### src/rtl/fifo_arb_pkg.sv
// Shared types and the round-robin search helper for the FIFO port arbiters.
package fifo_arb_pkg;

  typedef enum logic [0:0] {
    IDLE = 1'b0,
    OWN  = 1'b1
  } arb_state_t;

  localparam int unsigned BEAT_CNT_W = 5;
  localparam int unsigned MAX_REQ    = 8;

  // First set index after `last`, wrapping modulo n; 0 when nothing is set.
  function automatic int unsigned rr_next(input logic [MAX_REQ-1:0] req,
                                          input int unsigned        last,
                                          input int unsigned        n);
    int unsigned idx;
    int unsigned cand;
    logic        hit;
    idx = 32'd0;
    hit = 1'b0;
    for (int unsigned k = 32'd1; k <= MAX_REQ; k++) begin
      cand = (last + k) % n;
      if ((k <= n) && !hit && req[cand[2:0]]) begin
        idx = cand;
        hit = 1'b1;
      end else begin
        hit = hit;
      end
    end
    return idx;
  endfunction

endpackage

### src/rtl/rr_picker.sv
// Combinational round-robin picker: given the request vector and the last
// winner, reports whether anyone is requesting and which index wins next.
module rr_picker
  import fifo_arb_pkg::*;
#(
  parameter int unsigned NUM_REQ = 4,
  parameter int unsigned IDX_W   = $clog2(NUM_REQ)
) (
  input  logic [NUM_REQ-1:0] req,
  input  logic [IDX_W-1:0]   last,
  output logic               found,
  output logic [IDX_W-1:0]   idx
);

  logic [MAX_REQ-1:0] req_ext;

  // Zero-extend the request vector to the helper's fixed width.
  always_comb begin
    req_ext                = {MAX_REQ{1'b0}};
    req_ext[NUM_REQ-1:0]   = req;
  end

  assign found = |req;
  assign idx   = IDX_W'(rr_next(req_ext, 32'(last), NUM_REQ));

endmodule

### src/rtl/fifo_wr_arbiter.sv
// Round-robin burst arbiter sharing the async_fifo write port among
// NUM_REQ producers in the wclk domain; never issues a beat while wfull.
module fifo_wr_arbiter
  import fifo_arb_pkg::*;
#(
  parameter int unsigned NUM_REQ   = 4,
  parameter int unsigned DATA_SIZE = 8,
  parameter int unsigned MAX_BURST = 4,
  parameter int unsigned IDX_W     = $clog2(NUM_REQ)
) (
  input  logic                         wclk,
  input  logic                         wrstn,
  input  logic [NUM_REQ-1:0]           req,
  input  logic [NUM_REQ*DATA_SIZE-1:0] req_data,
  output logic [NUM_REQ-1:0]           ack,
  input  logic                         wfull,
  output logic                         winc,
  output logic [DATA_SIZE-1:0]         wdata,
  output logic                         busy,
  output logic [IDX_W-1:0]             owner
);

  localparam logic [BEAT_CNT_W-1:0] BEAT_LAST = BEAT_CNT_W'(MAX_BURST - 1);

  arb_state_t            state_q, state_d;
  logic [IDX_W-1:0]      owner_q, owner_d;
  logic [IDX_W-1:0]      last_q, last_d;
  logic [BEAT_CNT_W-1:0] beat_cnt_q, beat_cnt_d;

  logic                  pick_found;
  logic [IDX_W-1:0]      pick_idx;
  logic                  take;

  rr_picker #(
    .NUM_REQ (NUM_REQ),
    .IDX_W   (IDX_W)
  ) u_picker (
    .req   (req),
    .last  (last_q),
    .found (pick_found),
    .idx   (pick_idx)
  );

  assign take = (state_q == OWN) && req[owner_q] && !wfull;

  // State register: FSM state, grant owner, fairness pointer and beat count.
  always_ff @(posedge wclk) begin
    if (!wrstn) begin
      state_q    <= IDLE;
      owner_q    <= {IDX_W{1'b0}};
      last_q     <= IDX_W'(NUM_REQ - 1);
      beat_cnt_q <= {BEAT_CNT_W{1'b0}};
    end else begin
      state_q    <= state_d;
      owner_q    <= owner_d;
      last_q     <= last_d;
      beat_cnt_q <= beat_cnt_d;
    end
  end

  // Next-state: grant in IDLE, count beats and release in OWN.
  always_comb begin
    state_d    = state_q;
    owner_d    = owner_q;
    last_d     = last_q;
    beat_cnt_d = beat_cnt_q;
    case (state_q)
      IDLE: begin
        if (pick_found) begin
          owner_d    = pick_idx;
          beat_cnt_d = {BEAT_CNT_W{1'b0}};
          state_d    = OWN;
        end else begin
          state_d    = IDLE;
        end
      end
      OWN: begin
        if (take) begin
          beat_cnt_d = beat_cnt_q + BEAT_CNT_W'(1);
        end else begin
          beat_cnt_d = beat_cnt_q;
        end
        // A stalled owner keeps the port; only a dropped request or a
        // completed burst releases it.
        if (!req[owner_q] || (take && (beat_cnt_q == BEAT_LAST))) begin
          state_d    = IDLE;
          last_d     = owner_q;
          beat_cnt_d = {BEAT_CNT_W{1'b0}};
        end else begin
          state_d    = OWN;
        end
      end
      default: begin
        state_d    = IDLE;
        beat_cnt_d = {BEAT_CNT_W{1'b0}};
      end
    endcase
  end

  // Output mux: forward the owner's beat only when the FIFO accepts it.
  always_comb begin
    ack   = {NUM_REQ{1'b0}};
    winc  = 1'b0;
    wdata = {DATA_SIZE{1'b0}};
    if (take) begin
      winc         = 1'b1;
      ack[owner_q] = 1'b1;
      wdata        = req_data[owner_q*DATA_SIZE +: DATA_SIZE];
    end else begin
      winc         = 1'b0;
    end
  end

  assign busy  = (state_q == OWN);
  assign owner = owner_q;

endmodule

### config.mk
export PLATFORM = sky130hd
export DESIGN_NAME = fifo_wr_arbiter
export DESIGN_NICKNAME = d
export VERILOG_FILES = /design/src/rtl/fifo_arb_pkg.sv /design/src/rtl/rr_picker.sv /design/src/rtl/fifo_wr_arbiter.sv
export SDC_FILE = /design/constraint.sdc
export NUM_CORES = 1
export LEC_CHECK = 0
export CORE_AREA = 10 10 59 61
export CTS_CLUSTER_SIZE = 25
export DETAILED_ROUTE_END_ITERATION = 10
export DIE_AREA = 0 0 69 71
export PLACE_DENSITY_LB_ADDON = 0.08
export SYNTH_ARGS = -nofsm -noshare
export SYNTH_HDL_FRONTEND = slang
export SYNTH_SLANG_ARGS = --single-unit
### constraint.sdc
create_clock -name wclk -period 4.3 [get_ports wclk]
set_input_delay 1.075 -clock wclk [delete_from_list [all_inputs] [get_ports wclk]]
set_output_delay 1.075 -clock wclk [all_outputs]
set_load 0.01 [all_outputs]
==> results of run 1 <==
## power groups by stage
| stage | Combinational, mW | Clock [mW] | Sequential [mW] |
|---|---|---|---|
| final | 0.127 | 0.0830 | 0.112 |
| after global placement | 0.124 | 0 | 0.114 |
| after CTS | 0.128 | 0.0855 | 0.112 |
| after global routing | 0.138 | 0.0899 | 0.113 |
| after floorplan | 0.0691 | 0 | 0.108 |
| after detailed placement | 0.128 | 0 | 0.114 |
## layout by cell type (no fill, tap or decap), types with 2 or more instances in the layout
cell type / instances
clkdlybuf4s50_1: 54
dfxtp_1: 10
nor2_1: 9
nor2b_1: 8
a21oi_1: 8
inv_1: 7
mux4_2: 5
o21ai_0: 5
mux4_1: 4
mux2i_1: 4
or3_1: 3
clkbuf_4: 3
buf_4: 3
nor3b_1: 2
and3_1: 2
nor4_1: 2
nand2_1: 2
nand3_1: 2
o22ai_1: 2
## flip-flops by register name, summed over array words and instances (netlist names)
name        flops
beat_cnt_q      5
owner           2
busy            1
last_q          2
## logic make-up (layout without fill, tap and decap cells)
| family | count (synthesis) | in the layout | share of synthesized area |
|---|---|---|---|
| flip-flops | 10 | 10 | 0.2374 |
| XOR/XNOR | 1 | 1 | 0.01039 |
| AO/OA/AOI/OAI | 20 | 20 | 0.1499 |
| AND/OR/NAND/NOR | 34 | 34 | 0.2196 |
| buffers and inverters | 12 | 68 | 0.06231 |
| multiplexers | 13 | 13 | 0.3056 |
| adder cells (fa/ha/maj) | 1 | 1 | 0.01483 |
## routing by layer
layer,GRT usage,part of all wire
met5,0,0
met4,0.02013,0.0058
met3,0.03766,0.070
met2,0.2134,0.50
met1,0.1242,0.43
## cells in the mapped netlist, drive strengths merged
cell type	n
a31oi	1
nor3b	2
o22ai	2
xor2	1
a22o	1
mux2i	4
and3	2
a41oi	1
nand2b	1
and2	1
clkbuf	4
inv	7
nand3b	1
a211o	1
nor2b	8
or3	3
a211oi	1
o21ai	5
ha	1
nor3	1
buf	1
nor2	9
nand2	2
dfxtp	10
nand3	2
mux4	9
nor4	2
a21oi	8
## metrics by stage
step / area [sq um] / std cells
after global placement: 1418 / 173
after global routing: 1454 / 177
after detailed placement: 1418 / 173
after floorplan: 843.3 / 91
final: 1454 / 177
after CTS: 1454 / 177
## how the worst min path moves through the flow
stage / startpoint / endpoint / slack, ns / cells past startpoint
after CTS: beat_cnt_q[4]$_SDFFE_PN0P_ / beat_cnt_q[4]$_SDFFE_PN0P_ / 0.50 / 2
after global placement: beat_cnt_q[4]$_SDFFE_PN0P_ / beat_cnt_q[4]$_SDFFE_PN0P_ / 0.47 / 2
after floorplan: beat_cnt_q[4]$_SDFFE_PN0P_ / beat_cnt_q[4]$_SDFFE_PN0P_ / 0.46 / 2
final: beat_cnt_q[4]$_SDFFE_PN0P_ / beat_cnt_q[4]$_SDFFE_PN0P_ / 0.50 / 2
after global routing: beat_cnt_q[3]$_SDFFE_PN0P_ / beat_cnt_q[3]$_SDFFE_PN0P_ / 0.55 / 2
after detailed placement: beat_cnt_q[4]$_SDFFE_PN0P_ / beat_cnt_q[4]$_SDFFE_PN0P_ / 0.49 / 2
## worst max-delay path: cells and delay by family
kind,cells,cell delay (ns)
buffers and inverters,3,1.32
muxes,1,0.33
and+or+nand+nor,2,0.29
## layout make-up
type	count	area [sq um]	share of cell area
well taps	30	37.54	0.02582
flip-flops and latches	10	200.2	0.1377
repair buffers	57	563.0	0.3873
multi-input cells	69	590.6	0.4062
inverters	7	26.28	0.01807
clock buffers	4	36.28	0.02496
==> impl_metrics.csv, run 1 <==
group,metric,value,unit
sta,holdWs,0.4972,ns
yosys,syn_area,843.3,sq um
floorplanning,dieArea,4899,sq um
setup_path,cp_data_required_time,3.22,ns
setup_path,critPathArrivalTime,3.02,ns
place,port_buffers,54,
route,wirelength,2.944,mm
cells_and_area,layout-drive-gt1-share,0.08844,
yosys,synth_nets,131,
sta,min_period,4.095,ns
place,place_ws,0.1961,ns
sta,final_hold_viol_count,0,
sta,final-setup-viol-count,0,
grt,grt_overflow,0,
cells_and_area,fin_util,0.6090,
sta,rsz0062_at_grt,"no",
setup_path,cp-endpoint,"ack[1]",
yosys,yosysTopAreaCell,"dfxtp_1",
power_and_ir_drop,p_leak,0.5488,nW
sta,final.period_utilization,0.9522,
route,first_pass_iters,4,
route,vias,922,
floorplanning,die_y,71,um
setup_path,cp_slowest_cell,"clkdlybuf4s50_1",
power_and_ir_drop,swShare,0.2707,
place,hpwl,2.505,mm
cts,clk_pin_slew,0.06,ns
power_and_ir_drop,pwr-share-clk,0.258,
grt,antenna_found_initial,0,
cells_and_area,syn_to_final_growth,72.40,%
sta,tightest_slew,0.8429,ns
setup_path,crit_type,"in -> out",
setup_path,slowest_delay,0.57,ns
power_and_ir_drop,power_density,221.2,nW/um^2
power_and_ir_drop,pwr-share-comb,0.395,
grt,grt_max_degree,17,
setup_path,start_kind,"input pin",
cells_and_area,fillers,219,
cts,cts_setup_buffers,0,
cts,htree_levels,1,
hold_path,hp-class,"reg -> reg",
sta,finalClockSkew,0.006290,ns
grt,grt_pass1_vias,917,
cts,cts_tree,"yes",
floorplanning,core,2387,sq um
route,drc,0,
setup_path,crit_path_frequent_cell,"clkdlybuf4s50_1",
yosys,synth.area.top_cells,"dfxtp_1 (24%), mux4_2 (13%), mux4_1 (12%)",
place,place_congestion,0.7666,
sta,fin_setup_tns,0,ns
sta,max_freq,0.2442,GHz
power_and_ir_drop,vdd_drop_max,0.0002636,V
yosys,syn_inst,91,
cts,hold_buffers,0,
power_and_ir_drop,pwr-share-seq,0.347,
yosys,seq_area_frac_synth,0.2374,
route,drt_iter0_drc,49,
yosys,avgSynthCellArea,9.267,sq um
setup_path,cp-startpoint,"req[1]",
floorplanning,boundaryPins,55,
cts,clk_latency,0.26,ns
cts,cts_inserted_buffers,3,
setup_path,critical_path.cell_chain,"clkdlybuf4s50_1, mux4_2, nand3b_1, buf_4, nor3b_1, clkdlybuf4s50_1",
floorplanning,start_util,0.3532,
setup_path,end_kind,"primary output",
route,vias_per_cell,5.209,
cells_and_area,antennaDiodeCount,0,
sta,timing.final.ws_setup,0.2054,ns
job,cap_violations,0,
yosys,yosysWarnings,0,
cts,root_buffer,"clkbuf_4",
yosys,ys_types,29,
grt,grt_pass1_wl,4.664,mm
floorplanning,dieWidth,69,um
floorplanning,rows,18,
power_and_ir_drop,p_sw,0.08705,mW
setup_path,rrSetupSlack,2.31,ns
setup_path,r2r-end,"beat_cnt_q[3]$_SDFFE_PN0P_",
cells_and_area,final_nets,188,
cts,cts_sinks,10,
cts,clockBufferDepth,2,
sta,slew_violations,0,
route,drtAntennaViolNets,0,
power_and_ir_drop,p_int,0.2346,mW
cts,postCtsResizedCells,0,
yosys,yosysTopAreaCellShare,0.2374,
sta,slew_headroom,0.4329,
grt,grt_use_total,0.1148,
setup_path,reg2reg_from,"owner[1]$_SDFFE_PN0P_",
power_and_ir_drop,p_total,0.3216,mW
yosys,synth_seq_cells,10,
route,routedWlPerCell,16.63,um
outcome,status,"finished clean",
setup_path,crit_fanout,11,
setup_path,r2r_cells,4,
Power figures use the tool's default switching activity.
==> run 2: changes to the inputs <==
--- a/config.mk
+++ b/config.mk
@@ -13,3 +13,4 @@
 export SYNTH_ARGS = -nofsm -noshare
 export SYNTH_HDL_FRONTEND = slang
 export SYNTH_SLANG_ARGS = --single-unit
+export TNS_END_PERCENT = 100
==> results of run 2 <==
The final DEF is identical to that of run 1; final timing and power are the same.
